--- src/rtl/obrabotka_tx.sv ---
// Transmit-side terminal byte serialiser: command pulses / characters -> plain bytes or ESC sequences over valid/ready.
// Optional OBR_CRLF_EN: Enter sends CR LF instead of CR alone.
module obrabotka_tx #(
   parameter int IDLE_GAP = 0
) (
   input  logic       clk,
   input  logic       rst,
   input  logic [7:0] inp,
   input  logic       char_valid,
   input  logic       left_cursor,
   input  logic       right_cursor,
   input  logic       Delete,
   input  logic       Enter,
   output logic       req_ready,
   output logic       lost,
   output logic [7:0] tx_data,
   output logic       tx_valid,
   input  logic       tx_ready
);
   typedef enum logic [1:0] {IDLE, SEND, GAP} state_t;

   // last = L-1; bytes[0] goes out first
   typedef struct packed {
      logic [1:0]      last;
      logic [3:0][7:0] bytes;
   } seq_t;

   state_t     state, state_nx;
   seq_t       seq_q, seq_req;
   logic [1:0] idx;
   logic [3:0] gap_cnt;
   logic       done;
   logic       char_req, any_req, hs, last_byte, gap_end;
   logic [2:0] n_req;

   // a NUL character is treated as no request at all
   assign char_req  = char_valid && (inp != 8'h00);
   assign n_req     = {2'b0, Enter} + {2'b0, Delete} + {2'b0, left_cursor}
                    + {2'b0, right_cursor} + {2'b0, char_req};
   assign any_req   = (n_req != 3'd0);
   assign hs        = tx_valid && tx_ready;
   assign last_byte = (idx == seq_q.last);
   assign gap_end   = (gap_cnt == 4'(IDLE_GAP - 1));

   always_comb begin
      seq_req = '0;
      if (Enter) begin
`ifdef OBR_CRLF_EN
         seq_req.last  = 2'd1;
         seq_req.bytes = {8'h00, 8'h00, 8'h0A, 8'h0D};
`else
         seq_req.last  = 2'd0;
         seq_req.bytes = {8'h00, 8'h00, 8'h00, 8'h0D};
`endif
      end else if (Delete) begin
         seq_req.last  = 2'd3;
         seq_req.bytes = {8'h7E, 8'h33, 8'h5B, 8'h1B};
      end else if (left_cursor) begin
         seq_req.last  = 2'd2;
         seq_req.bytes = {8'h00, 8'h44, 8'h5B, 8'h1B};
      end else if (right_cursor) begin
         seq_req.last  = 2'd2;
         seq_req.bytes = {8'h00, 8'h43, 8'h5B, 8'h1B};
      end else if (char_req) begin
         seq_req.last  = 2'd0;
         seq_req.bytes = {8'h00, 8'h00, 8'h00, inp};
      end
   end

   always_ff @(posedge clk or posedge rst) begin
      if (rst) state <= IDLE;
      else     state <= state_nx;
   end

   always_comb begin
      state_nx = state;
      case (state)
         IDLE: if (any_req) state_nx = SEND;
         SEND: if (hs) begin
            if (IDLE_GAP != 0)  state_nx = GAP;
            else if (last_byte) state_nx = IDLE;
            else                state_nx = SEND;
         end
         GAP:  if (gap_end) state_nx = done ? IDLE : SEND;
         default: state_nx = IDLE;
      endcase
   end

   // done remembers whether the byte just handed off was the final one
   always_ff @(posedge clk or posedge rst) begin
      if (rst) begin
         seq_q   <= '0;
         idx     <= 2'd0;
         done    <= 1'b0;
         gap_cnt <= 4'd0;
         lost    <= 1'b0;
      end else begin
         if (state == IDLE && any_req) begin
            seq_q <= seq_req;
            idx   <= 2'd0;
            done  <= 1'b0;
         end
         if (hs) begin
            idx  <= idx + 2'd1;
            done <= last_byte;
         end
         if (state == GAP) gap_cnt <= gap_end ? 4'd0 : gap_cnt + 4'd1;
         lost <= (state == IDLE) ? (n_req > 3'd1) : any_req;
      end
   end

   always_comb begin
      req_ready = (state == IDLE);
      tx_valid  = (state == SEND);
      tx_data   = tx_valid ? seq_q.bytes[idx] : 8'h00;
   end
endmodule

--- config.mk ---
export PLATFORM = sky130hd
export DESIGN_NAME = obrabotka_tx
export DESIGN_NICKNAME = d
export VERILOG_FILES = /design/src/rtl/obrabotka_tx.sv
export SDC_FILE = /design/constraint.sdc
export NUM_CORES = 1
export LEC_CHECK = 0
export BUFFER_PORTS_ARGS = -buffer_cell sky130_fd_sc_hd__buf_4
export CAP_MARGIN = 25
export CORE_MARGIN = 3
export CORE_UTILIZATION = 23
export CTS_CLUSTER_SIZE = 12
export DETAILED_ROUTE_END_ITERATION = 10
export SLEW_MARGIN = 10
export SYNTH_ARGS = -nofsm -noshare
export SYNTH_HDL_FRONTEND = slang
export SYNTH_SLANG_ARGS = --single-unit
--- constraint.sdc ---
create_clock -name clk -period 3.8 [get_ports clk]
set_clock_uncertainty 0.1 [all_clocks]
set_input_delay 0.38 -clock clk [delete_from_list [all_inputs] [get_ports clk]]
set_output_delay 0.38 -clock clk [all_outputs]
set_load 0.01 [all_outputs]
After elaboration in Yosys (flattened, before gate mapping)
Cells that the tools add are included.
{"block": "totals", "register_bits": 44, "input_bits": 16, "output_inout_bits": 11, "wordCells": 53}
{"block": "op_classes", "addsub": 6, "order_cmp": 2, "n_eq_ne": 7, "mux": 20, "n_reduce_logical": 8}
{"operator": "34-bit two-way mux", "count": 4}
{"operator": "8-bit two-way mux", "count": 3}
{"operator": "8-bit binary-select mux with 2-bit select", "count": 1}
{"operator": "2-bit two-way mux", "count": 5}
{"operator": "8-bit nonzero test", "count": 1}
{"operator": "3-bit by 1-bit adder with 3-bit output", "count": 2}
{"operator": "2-bit case mux with 3 select lines", "count": 1}
{"operator": "1-bit two-way mux", "count": 5}
{"operator": "4-bit by 1-bit adder with 4-bit output, second input constant", "count": 1}
{"operator": "4-bit == test, second input constant", "count": 1}
{"operator": "4-bit two-way mux", "count": 1}
{"operator": "2-bit by 1-bit inequality test with 1-bit output, second input constant", "count": 2}
{"operator": "2-bit by 1-bit adder with 3-bit output", "count": 1}
{"operator": "3-bit by 1-bit greater-than comparator with 1-bit output, second input constant", "count": 1}
{"operator": "1-bit logical AND", "count": 3}
{"operator": "2-bit by 3-bit less-than comparator with 1-bit output, second input constant", "count": 1}
{"operator": "3-bit AND reduction", "count": 1}
{"operator": "3-bit nonzero test", "count": 1}
{"operator": "1-bit by 1-bit adder with 2-bit output", "count": 1}
{"operator": "2-bit by 1-bit adder with 2-bit output, second input constant", "count": 1}
{"operator": "2-bit by 1-bit == test with 1-bit output, second input constant", "count": 1}
{"operator": "2-bit == test", "count": 1}
{"operator": "2-bit == test, second input constant", "count": 1}
{"operator": "2-bit logical NOT", "count": 1}
{"operator": "other kinds (2)", "count": 2}

Longest topological paths before layout
Gate-level depths: netlist of run 1.
{"block": "logic_depth", "depth_word": 8, "mapped_depth": 11, "depth_no_buf": 9}

Least setup slack after synthesis of run 1
Ideal clock, no wire load.
{"block": "synth_timing", "path_type": "input -> register", "start": "in Enter", "end": "reg seq_q[0] in the netlist's numbering", "setup_ps": 129, "arrival_time_ps": 2419, "required_time_ps": 3571, "slack_ps": 1152, "cell_stages": 11, "n_path_buf": 2, "cell_sequence": "buf_6 -> inv_1 -> fa_1 -> inv_1 -> fa_1 -> inv_1 -> ha_1 -> nor3_2 -> or2_1 -> buf_2 -> o21ai_0"}
{"block": "synth_between", "elab_chain_cells": 6, "elab_cells_between_ends": 7, "classes_between": "add/sub (4); mux (1); reduce/logical (2)"}
{"item": "start: declaration", "line_no": "13", "text": "input logic Enter,"}
{"item": "1-bit by 1-bit adder with 2-bit output", "line_no": "38", "text": "assign n_req = {2'b0, Enter} + {2'b0, Delete} + {2'b0, left_cursor}"}
{"item": "2-bit by 1-bit adder with 3-bit output", "line_no": "38"}
{"item": "3-bit by 1-bit adder with 3-bit output (2 in series)", "line_no": "39", "text": "+ {2'b0, right_cursor} + {2'b0, char_req};"}
{"item": "3-bit nonzero test", "line_no": "40", "text": "assign any_req = (n_req != 3'd0);"}
{"item": "1-bit logical AND", "line_no": "98", "text": "if (state == IDLE && any_req) begin"}
{"item": "end signal: assignment", "line_no": "99", "text": "seq_q <= seq_req;"}
{"item": "end: declaration", "line_no": "29", "text": "seq_t seq_q, seq_req;"}
Parallel ways exist; a longest one is shown, timed or not.
A chain may end at the register's enable or synchronous reset.

Final worst setup path of run 1
{"block": "layout_timing", "start": "in left_cursor", "end": "reg seq_q[3] in the netlist's numbering"}
{"block": "layout_between", "elab_chain_cells": 5, "elab_cells_between_ends": 8, "classes_between": "add/sub (3); mux (3); reduce/logical (2)"}
{"item": "start: declaration", "line_no": "10", "text": "input logic left_cursor,"}
{"item": "2-bit by 1-bit adder with 3-bit output", "line_no": "38"}
{"item": "3-bit by 1-bit adder with 3-bit output (2 in series)", "line_no": "39"}
{"item": "3-bit nonzero test", "line_no": "40"}
{"item": "1-bit logical AND", "line_no": "98"}
Parallel ways exist; a longest one is shown, timed or not.

==> results.md, run 1 <==
- Setup slack closes at approximately 1.1 ns.
- The floorplan die width is 76.4 microns.
- The site row count is 24.
- The highest clock frequency the design can meet is 0.372 GHz.
- The total clock sinks is 17.
- The flow ran to the end, and the final reports show no timing, DRC or antenna violations.
- Data on the critical path is required at its endpoint by 3.82 ns.
- Traced cell by cell, the critical path runs through buf_4 -> inv_1 -> fa_1 -> inv_1 -> fa_1 -> inv_1 -> ha_1 -> nor3_2 -> buf_4 -> or2_1 -> o21ai_0.
- In the routed design, unresolved DRC markers number 0.
- The share of the clock period used by the worst path after layout is about 71%.
- The library cell used most frequently in the layout, excluding fill and tap cells, is buf_4.
- The cell leakage power is roughly 0.63 nW.
- The tool flagged a number of max-cap violations equal to 0.
- The number of antenna violations at the first check in global routing was 0.
- For the pin with the worst max-slew slack, the measured transition is roughly 0.67 ns.
- The die covers approximately 6000 sq um.
- The clock root buffer master is clkbuf_8.
- The final period demand of the worst path is around 2.7 ns.
- Synthesis produced a netlist whose cell count is 119.
- The setup path with the least slack is of type in2reg.
- The fraction of registers with async set or reset after synthesis is 100%.
- The family with the most delay on the worst path is adder cells.
- The top cell type by total area after synthesis is dfrtp_1.
- The layout has approximately 500 filler cells.
- The first routing iteration left 53 violations.
- The sort of element at the start of the critical path is a primary input.
- The type of destination of the critical path is a register.
- The via density per instance is approximately 4.7.
- The wire length of the first global-routing pass is between 4000 and 5000 microns.
- The relative max-transition margin is between 50% and 60%.
- A synthesized cell averages roughly 9.6 sq um.
- The path class of the lowest-slack min-delay path is in2async.
- During synthesis, Yosys emitted a total of 0 warnings.
- The number of hold-repair buffers added at the cts stage is 0.
- The final count of hold timing violations is 0.
- Setup repair after global routing left no endpoint under its margin.
- Of all nets on the critical path, the largest fanout is 13.
- Once detail routing completed, the nets flagged for antenna violations numbered 0.
- Once the floorplan was initialized, standard cells occupied about 25% of the core.
- Buffers inserted during clock tree synthesis total 3.
- In this run the cell area of the synthesized design comes to 1140 sq um.
- For this run the aggregate overflow at the end of global routing stands at 0.
- In this run the number of H-tree levels came out at 1.
- After clock tree synthesis, the clock-pin slew on the worst setup and hold paths is 0.07 ns.
- The area share of the leading cell type in the synthesized netlist is 37.4%.
- The largest voltage drop on the vdd net is roughly 0.18 mV.
- The number of antenna diodes in the final layout is 0.
- Timing analysis after detailed placement gives a worst setup slack of 0.825 ns.
- No sink is reached through more buffers than the 2 on the longest clock path.
- The sequential share of power is 39.4%.
- The final hold slack is approximately 0.12 ns.
- The power dissipated by switching net loads is around 360 uW.
- The sum of net half-perimeters after detailed placement is approximately 2200 microns.
- Ranked by total cell area, the synthesized netlist is headed by dfrtp_1, o21ai_0, ha_1, mux4_2, inv_1.
- The internal power of the cells totals ~550 uW.
- Across every metal layer, demand over resource in global routing totals between 10% and 20%.
- The number of failing setup endpoints in the final timing report is 0.
- The core region is 4560 sq um.
- The final design utilization is 31.3%.
- The number of enable-type register cells in the synthesized netlist is 0.
- Net switching is around two fifths of the power.
- The portion of total power attributed to combinational logic is a little under half.
- The post-CTS setup repair buffer count is 0.
- The height of the die is 76.4 microns.
- The cell repeated most along the worst path is inv_1.
- The top cell types in the final layout, fill and taps aside, are buf_4, o21ai_0, dfrtp_1, inv_1.
- The later pin in the worst-skew pair is clocked with a latency of around 0.25 ns.
- The part of the Yosys area used for sequential elements is between 30 and 40%.
- The distinct cell type count after synthesis is 33.
- The first detailed-routing pass took 4 iterations.
- The net count of the finished layout is 168.
- The number of nets handed over by synthesis was approximately 140.
- For this block, the via count after detailed routing is ~980.
- The via count of the first global-routing pass is 986.
- The final weighted congestion in routability-driven placement is ~0.75.
- The detailed-route wire length is between 2000 and 3000 microns.
- The fraction of layout cells with a size suffix above 1 is about a quarter.
- The clock network is responsible for between 10% and 20% of the overall power.
- The CTS tree is built.
- The synthesis-stage register bit count is 17.
- On the worst path, the slowest cell contributes a delay of 0.54 ns.
- The largest net degree at the start of global routing is 23.
- The post-synthesis to final-layout area growth is 25.6%.
- For this design the top-level I/O count stands at 27.
- The max-slew violation count is 0.
- The post-cts gate resize count is 0.
- The average wire per standard cell is 13.6 microns.
- Data arrives at the worst endpoint at between 2 and 3 ns.
- During placement, the flow inserted port buffers numbering 26.
- In the synthesized netlist the dominant register cell turns out to be dfrtp_1.
- In this run the power density over the cells is about 640 nW/um^2.
- The sum of negative setup slack is 0 ns.
- Counting both buffers and inverters, the worst setup path holds a total of 5.
- The worst-path cell with the longest stage delay is fa_1.
- The post-layout total power is slightly above 900 uW.
==> metal layers <==
| metal | wire [microns] | GRT usage [%] | up-vias |
|---|---|---|---|
| li1 | - | - | 477 |
| met1 | 1410 | 14.2 | 469 |
| met2 | 1230 | 15.4 | 32 |
| met3 | 137 | 1.77 | 5 |
| met4 | 56 | 4.89 | 0 |
| met5 | 0 | 0 | - |
==> synth_stat cells, types with 3 or more instances <==
library cell	count
inv_1	11
nor2_1	5
dfrtp_1	17
a32o_1	3
a21boi_0	4
nand2_1	6
buf_2	3
a21oi_1	5
ha_1	6
o31ai_1	4
nor4_1	3
o21ai_0	20
mux2i_1	3
nor3_1	3
==> state kept, by name (all words and copies together) (netlist names) <==
| name | cells |
|---|---|
| idx | 2 |
| lost | 1 |
| seq_q | 13 |
| state | 1 |
==> kinds of logic after synthesis <==
| family | count (synthesis) | share of synthesized area [%] |
|---|---|---|
| compound gates | 42 | 23.0 |
| xor+xnor | 3 | 2.31 |
| fa+ha+maj | 8 | 10.1 |
| buf+inv | 18 | 6.92 |
| flops | 17 | 37.4 |
| mux | 6 | 7.58 |
| simple gates | 25 | 12.7 |
==> per-stage QoR <==
step / area (sq um) / cells
3_3_place_gp: 1390 / 204
4_1_cts: 1430 / 208
5_1_grt: 1430 / 208
3_5_place_dp: 1390 / 204
2_1_floorplan: 1140 / 119
6_report: 1430 / 208
==> final cells by class <==
cell class                      instances  area, sq um  area share (%)
Tap cell                               65         81.3            5.69
Clock buffer                            4         45.0            3.15
Multi-Input combinational cell         84          634            44.4
Sequential cell                        17          425            29.7
Timing Repair Buffer                   27          203            14.2
Inverter                               11         41.3            2.89
==> power by group through the flow <==
stage / logic, mW / clock network [mW] / registers (mW)
floorplan: 0.313 / 0 / 0.298
global placement: 0.413 / 0 / 0.361
detailed placement: 0.421 / 0 / 0.363
CTS: 0.421 / 0.140 / 0.359
global route: 0.462 / 0.148 / 0.373
finish: 0.415 / 0.137 / 0.359
==> worst reg2reg max path, stage by stage (launching register included) <==
cell and delay (ns):
dfrtp_1 0.63, nor4_1 0.66, o21ai_0 0.18, o31ai_1 0.09
==> path summary, 6_finish.rpt <==
check | from | endpoint | slack (ns) | depth (start not counted)
hold reg to reg | seq_q[3] | seq_q[3] | 0.41 | 2
max in group asynchronous | rst | idx[0] | 3.07 | 2
hold / removal | rst | seq_q[1] | 0.12 | 2
min in group clk | Enter | seq_q[4] | 0.28 | 2
setup / recovery | left_cursor | seq_q[3] | 1.11 | 11
setup reg to reg | state[0] | idx[1] | 2.06 | 3
Note: power is estimated with default switching activity, not from simulation.
==> run 2: changes to the inputs <==
- ABC_AREA: default -> 1
- clock period: 3.8 -> 2.25 ns (I/O delays scaled with it)
==> results.md, run 2 <==
- The switching share of power is a little over two fifths.
- The worst hold path terminates at seq_q[5].
- The portion of total power attributed to combinational logic is a little over half.
- After global routing the overflow that remains totals 0.
- The sort of element at the start of the critical path is a primary input.
- Of the total synthesized cell area, the portion taken by full adders, half adders and majority gates is between 10% and 20%.
- The CTS tree is built.
- Of all flip-flops after synthesis, the portion carrying an async set or reset was 100%.
- The largest voltage drop on the vdd net is 0.438 mV.
- The design draws around 1.6 mW.
- The maximum cell stage delay along the critical path is about 0.55 ns.
- The total die area is between 5000 and 6000 sq um.
- Detailed placement ended at an HPWL of ~2200 microns.
- The arrival time reported for the critical path endpoint is approximately 2.2 ns.
- For the worst setup path, the data required time is 2.29 ns.
- In this run the worst path has a maximum fanout of 8.
- Measured against the total synthesized area, the mux share comes to 0%.
- The area inside the core boundary is approximately 4600 sq um.
- Internal power comes to ~940 uW.
- The post-route antenna net violation count is 0.
- The commonest cells after synthesis are nand2_1, inv_1, dfrtp_1, nand3_1, a21oi_1.
- The repair_antennas step left the layout with diodes totalling 0.
- The number of warnings printed during yosys synthesis is 0.
- The register with the most flip-flops in the layout has 13 of them.
- The most frequently used flop master after synthesis is dfrtp_1.
- The number of remaining DRC errors is 0.
- The congestion estimate from routability-driven global placement came to about 0.74.
- The clock root buffer master is clkbuf_8.
- The number of maximum-capacitance constraint violations is 0.
- The part of the Yosys area used for sequential elements is 37.6%.
- The synthesized area per cell is approximately 7.4 sq um.
- The worst hold path depth is 3.
- Of the post-synthesis cell area, the dominant cell type holds around 38%.
- The register with the most flip-flops in the final layout is seq_q.
- The routed design has between 2000 and 3000 microns of wire.
- Summed over all nets, the switching power comes to between 600 and 700 uW.
- The number of failing setup endpoints in the final timing report is 0.
- By area the synthesized netlist is led by dfrtp_1, nand2_1, inv_1, nand3_1, ha_1.
- The via count of the first global-routing pass came to just over 1000.
- In this run the critical register-to-register path is launched from state[0].
- Entering global routing, the biggest net connects 18 pins.
- Global routing consumed, over all layers together, 10.2% of the routing resources.
- The signal on the critical path passes through buf_4 -> inv_1 -> fa_1 -> inv_2 -> fa_2 -> inv_2 -> ha_4 -> nor2_4 -> nand2_4 -> nand2_8 -> nor2_4 -> o21ai_0 -> nand2_1.
- In the final layout, the share of cells above drive strength 1 is between 30% and 40%.
- Setup repair after global routing left no endpoint under its margin.
- The relative max-transition margin is a little under three fifths.
- The count of input and output buffers is 26.
- The number of nets in the layout is 220.
- The max-slew violation count came to 0.
- For the pin with the worst max-slew slack, the measured transition is between 0.6 and 0.7 ns.
- The final count of hold timing violations is 0.
- Dividing the detail-routed via count by the number of cells gives 3.98.
- The initialized floorplan defines 24 standard-cell rows.
- The leading cell type by number of instances after synthesis is nand2_1.
- In this run, CTS created clock tree buffers numbering 3.
- The category of the critical setup timing path is in2reg.
- The highest clock frequency the design can meet is between 0.4 and 0.5 GHz.
- The synthesized netlist devotes 0% of its cell area to XOR and XNOR gates.
- The part of the total power dissipated in the clock network is 14.6%.
- The path class of the lowest-slack min-delay path is in2reg.
- The startpoint of the worst hold path is inp[5].
- The worst path uses between 90 and 100% of the clock period.
- The gate count after technology mapping is 153.
- Counting along the longest clock path gives a buffer depth of 2.
- The number of placed instances with taps included is about 260.
- Pin placement for this block handled 27 I/O pins.
- The number of H-tree levels is 1.
- The dominant combinational cell family by area after synthesis is simple AND/OR/NAND/NOR gates.
- The sequential share of power is between 30% and 40%.
- The first global-routing pass estimated slightly below 5000 microns of wire.
- In this run the static leakage power is about 0.86 nW.
- The depth of the worst register-to-register path is 5.
- The area growth from synthesis to layout is 39.3%.
- The final period demand of the worst path is 2.16 ns.
- The worst setup path is captured at a register.
- The distinct cell type count after synthesis is 24.
- Leaving out fill and tap cells, the most frequent cell in the layout is nand2_1.
- The library cells used most frequently in the layout, excluding fill and tap cells, are nand2_1, buf_4, inv_1, dfrtp_1, nand3_1.
- The worst-path cell with the longest stage delay is fa_1.
- The number of antenna violations at the first check in global routing is 0.
- Post-CTS timing repair inserted 0 buffers for setup.
- For the worst-skew pair, the clock arrives at the later sink with an insertion delay of roughly 0.25 ns.
- The post-synth net total is around 180.
- The synthesis-stage register bit count is 17.
- The worst setup slack for register-to-register paths is between 0.8 and 0.9 ns.
- Clock tree synthesis found a total of 17 sinks.
- The combined area of all synthesized cells is around 1100 sq um.
- The average wire per standard cell is between 10 and 15 microns.
- The die is 76.2 microns wide.
- The routed layout has 1036 vias.
- The height of the die is 76.2 microns.
- The starting density of the core is roughly a quarter.
- The fraction of the mapped netlist area in compound gates is roughly a tenth.
- In this run, synthesis inferred 0 flip-flops with an integrated enable.
- After the first detailed-routing iteration, the DRC count stood at 49.
- The power density over the cells is approximately 1000 nW/um^2.
- The area fraction in and, or, nand and nor cells after synthesis is a little under a third.
- Before antenna repair, the detailed router went through 4 iterations.
- The register clock-pin slew on the reported worst setup and hold paths is around 0.070 ns.
- In the final layout, the registers with the most flip-flops are seq_q: 13 flops, idx: 2 flops.
- The count of placed standard cells in the final layout, fillers left out is 260.
- The terminus of the critical flop-to-flop path is seq_q[17].
- The flow ran to the end, and the final reports show no timing, DRC or antenna violations.
- The top cell type by total area after synthesis is dfrtp_1.
==> run 2: cell types whose count changed after synthesis, moves of 3 or more <==
| cell | previous run | this run |
|---|---|---|
| a21boi_0 | 4 | 0 |
| a21oi_1 | 5 | 10 |
| a32o_1 | 3 | 0 |
| inv_1 | 11 | 28 |
| mux2i_1 | 3 | 0 |
| nand2_1 | 6 | 44 |
| nand3_1 | 1 | 16 |
| nor2_1 | 5 | 9 |
| nor3_1 | 3 | 0 |
| nor4_1 | 3 | 0 |
| o21ai_0 | 20 | 3 |
| o31ai_1 | 4 | 0 |
==> run 2: cell families after synthesis <==
group | after synthesis
adder cells (fa/ha/maj) | 8
buffers and inverters | 32
AND/OR/NAND/NOR | 76
flip-flops | 17
AO/OA/AOI/OAI | 20
==> run 2: how the worst max path moves through the flow <==
stage / endpoint / slack (ns) / from / depth (start not counted)
detailed placement: seq_q[17] / -0.21 / Enter / 13
global placement: seq_q[17] / -0.18 / Enter / 13
CTS: seq_q[17] / 0.07 / Enter / 13
finish: seq_q[17] / 0.09 / Enter / 13
floorplan: seq_q[32] / 0.007 / Enter / 11
global route: seq_q[0] / 0.02 / Enter / 13
==> run 2: metal layers <==
metal | wire length [microns] | GRT usage (%)
met5 | 0 | 0
met4 | 22 | 2.72
met3 | 153 | 3.31
met2 | 1010 | 14.5
met1 | 1490 | 14.7
==> run 2: power groups by stage <==
stage                     combinational (mW)  clock (mW)  sequential (mW)
final                                  0.872       0.238            0.520
after detailed placement               0.869           0            0.521
after global placement                 0.864           0            0.523
after floorplan                        0.538           0            0.498
after global routing                   0.990       0.262            0.535
after CTS                              0.873       0.241            0.516
==> run 2: layout make-up <==
type,instances,area (sq um)
Inverter,30,115
Multi-Input combinational cell,104,604
Tap cell,65,81.3
Fill cell,531,2990
Sequential cell,17,425
Clock inverter,1,7.51
Timing Repair Buffer,40,303
Clock buffer,3,41.3
==> run 2: critical path: cells and delay by family <==
kind                     cells  cell delay [ns]
AND/OR/NAND/NOR              5             0.46
adder cells (fa/ha/maj)      3             1.14
AO/OA/AOI/OAI                1             0.12
buffers and inverters        4             0.25
==> run 2: what timing repair did <==
item                                    4_1_cts  5_1_grt
resized for setup                             0        3
endpoints found under the setup margin        0        2
hold endpoints to repair                     17        0
hold buffers                                  1        0
==> run 2: metrics by stage <==
step                      setup WS (ns)  area, sq um  util (%)  hold slack, ns  TNS [ns]
after floorplan                 0.00700         1150         -          0.0511         0
after global placement           -0.181         1510      33.1           0.260     -2.09
after detailed placement         -0.206         1510      33.1           0.254     -2.46
after CTS                        0.0669         1570      34.3          0.0752         0
after global routing             0.0198         1580      34.6          0.0923         0
final                            0.0865         1580      34.6          0.0748         0
==> run 3: changes to the inputs <==
- PLACE_DENSITY: default -> 0.5
==> results.md, run 3 (synthesis gave the netlist of run 2 again) <==
- Timing would allow up to between 0.4 and 0.5 GHz.
- Detailed routing inserted a total of approximately 1100 vias.
- The number of maximum-capacitance constraint violations is 0.
- The detailed-route wire length is around 2700 microns.
- The arrival time reported for the critical path endpoint is between 2 and 2.5 ns.
- The final instance area is approximately 1600 sq um.
- The power density over the cells is between 1000 and 1500 nW/um^2.
- The number of flip-flops in the largest register is 13.
- The first detailed-routing pass took 4 iterations.
- The met1 usage in global routing is approximately 14%.
- The clock root buffer master is clkbuf_8.
- The register with the most flip-flops is seq_q.
- The type of destination of the critical path is a register.
- After clock tree synthesis, the clock-pin slew on the worst setup and hold paths is around 0.07 ns.
- The startpoint of the worst setup timing path is left_cursor.
- The largest net degree at the start of global routing is 18.
- Routability-driven placement finished with a final weighted congestion of 0.745.
- The required time reported for the critical path endpoint is 2.33 ns.
- The CTS tree is built.
- The wire length of the first global-routing pass is 4600 microns.
- The number of I/O pins is 27.
- The worst-case IR drop observed on VDD is between 0.2 and 0.3 mV.
- Measured along the x axis, the die boundary spans between 70 and 80 microns.
- The post-route netlist has between 30% and 40% of its cells at a drive strength greater than 1.
- The number of failing setup endpoints in the final timing report is 0.
- The cell leakage power is between 0.8 and 0.9 nW.
- The post-route antenna net violation count is 0.
- The path class of the lowest-slack min-delay path is in2reg.
- The number of remaining DRC errors is 0.
- Global routing used approximately a tenth of the available tracks.
- By startpoint and endpoint, the worst setup path is classified as in2reg.
- The number of antenna violations at the first check in global routing is 0.
- The count of input and output buffers is 26.
- The site row count is 24.
- Leaving out fill and tap cells, the most frequent cells in the layout are nand2_1, buf_4, inv_1, dfrtp_1, nand3_1.
- The die covers 5800 sq um.
- The leading cell type in the layout, fill and taps excluded is nand2_1.
- The leftover overflow at the end of global routing is 0.
- The met2 track demand over resource is about 14%.
- On the final layout, the worst hold slack is ~0.08 ns.
- The relative max-transition margin is between 50 and 60%.
- The average wire per standard cell is about 10 microns.
- The endpoint identified for the worst register-to-register timing path is seq_q[17].
- The sort of element at the start of the critical path is a primary input.
- Counting along the longest clock path gives a buffer depth of 2.
- CTS built an H-tree with a depth of 1.
- The most used routing layer is met2.
- The max-slew violation count came to 0.
- The worst setup slack for register-to-register paths is a little under 0.9 ns.
- The total clock buffers created by CTS is 3.
- For this run, the post-layout net count is about 220.
- The standard cell area after detailed placement is between 1500 and 2000 sq um.
- The most critical setup path has its endpoint at idx[0].
- After floorplanning, the core was sized to cover 4560 sq um.
- After layout, the design draws a total of around 1.6 mW.
- Of all nets on the critical path, the largest fanout is 5.
- The start of the worst register-to-register path is state[0].
- The initial DRC count is 55.
- The total clock sinks is 17.
- The die is between 70 and 80 microns tall.
- In the final layout, the registers with the most flip-flops are seq_q: 13 flops, idx: 2 flops.
- The final count of hold timing violations came to 0.
- The flow ran to the end, and the final reports show no timing, DRC or antenna violations.
- The antenna diode count is 0.
- At the later pin of the worst-skew pair, clock insertion delay measures between 0.2 and 0.25 ns.
- The worst hold path depth is 3.
- The final period demand of the worst path is about 2.1 ns.
- The depth of the worst register-to-register path is 6.
- The via count of the first global-routing pass is roughly 1000.
- Counting the fill cells in the layout gives roughly 510.
- Dividing the final minimum period by the clock period gives 93.6%.
- The starting density of the core is ~25%.
- In the global route stage, met3 resource usage came out at 1.42%.
- The via density per instance is 4.00.
- The sum of net half-perimeters after detailed placement is 2200 microns.
- Relative to the synthesized area, the layout overhead comes to 41.7%.
- The sum of negative setup slack is 0 ns.
- At the pin with the least slew margin, the transition time is 0.657 ns.
==> run 3: changes by cell type in the layout (fill, tap and decap cells not counted), sizes merged <==
cell    before  now
clkinv       0    1
inv         30   29
buf         39   42
==> run 3: timing repair <==
item                                    4_1_cts  5_1_grt
hold buffers                                  1        0
endpoints found under the setup margin        0       14
resized for setup                             0        5
endpoints found under the hold margin        17        0
buffers inserted                              0        3
==> run 3: area by class of cell <==
type	instances	area, sq um	area share (%)
clock inverter	1	5.00	0.312
multi-input combinational	104	607	37.8
inverter	30	119	7.41
clock buffer	3	41.3	2.57
tap	65	81.3	5.07
timing repair buffer	43	325	20.3
sequential	17	425	26.5
==> run 3: how the worst min path moves through the flow <==
| stage | start | to |
|---|---|---|
| finish | inp[6] | seq_q[6] |
| global route | inp[5] | seq_q[5] |
| CTS | inp[6] | seq_q[6] |
| detailed placement | rst | seq_q[7] |
| global placement | rst | seq_q[7] |
| floorplan | rst | idx[0] |
==> run 3: power breakdown <==
| part | leakage, nW | switching, mW | total, mW | internal (mW) |
|---|---|---|---|---|
| Sequential | 0.205 | 0.117 | 0.535 | 0.418 |
| Combinational | 0.637 | 0.465 | 0.871 | 0.405 |
| Clock | 0.0255 | 0.101 | 0.223 | 0.123 |
==> run 3: worst max-delay path, stage by stage <==
cell	delay (ns)
buf_4	0.09
inv_2	0.04
fa_1	0.54
inv_2	0.04
fa_2	0.34
inv_2	0.08
ha_4	0.20
nor2_4	0.11
nand2_4	0.08
nand2_8	0.09
buf_4	0.12
buf_4	0.10
nand2_2	0.04
a21oi_2	0.09
==> run 3: per-layer routing <==
metal | routed length, microns | vias to the layer above
li1 | - | 574
met1 | 1420 | 452
met2 | 1100 | 24
met3 | 112 | 2
met4 | 29 | 0
met5 | 0 | -
==> run 3: metrics by stage <==
stage / setup WS (ns) / utilization (%) / cells
2_1_floorplan: 0.00700 / - / 153
3_3_place_gp: -0.164 / 33.1 / 255
3_5_place_dp: -0.196 / 33.1 / 255
4_1_cts: 0.0797 / 34.3 / 260
5_1_grt: -0.00315 / 35.1 / 263
6_report: 0.145 / 35.1 / 263
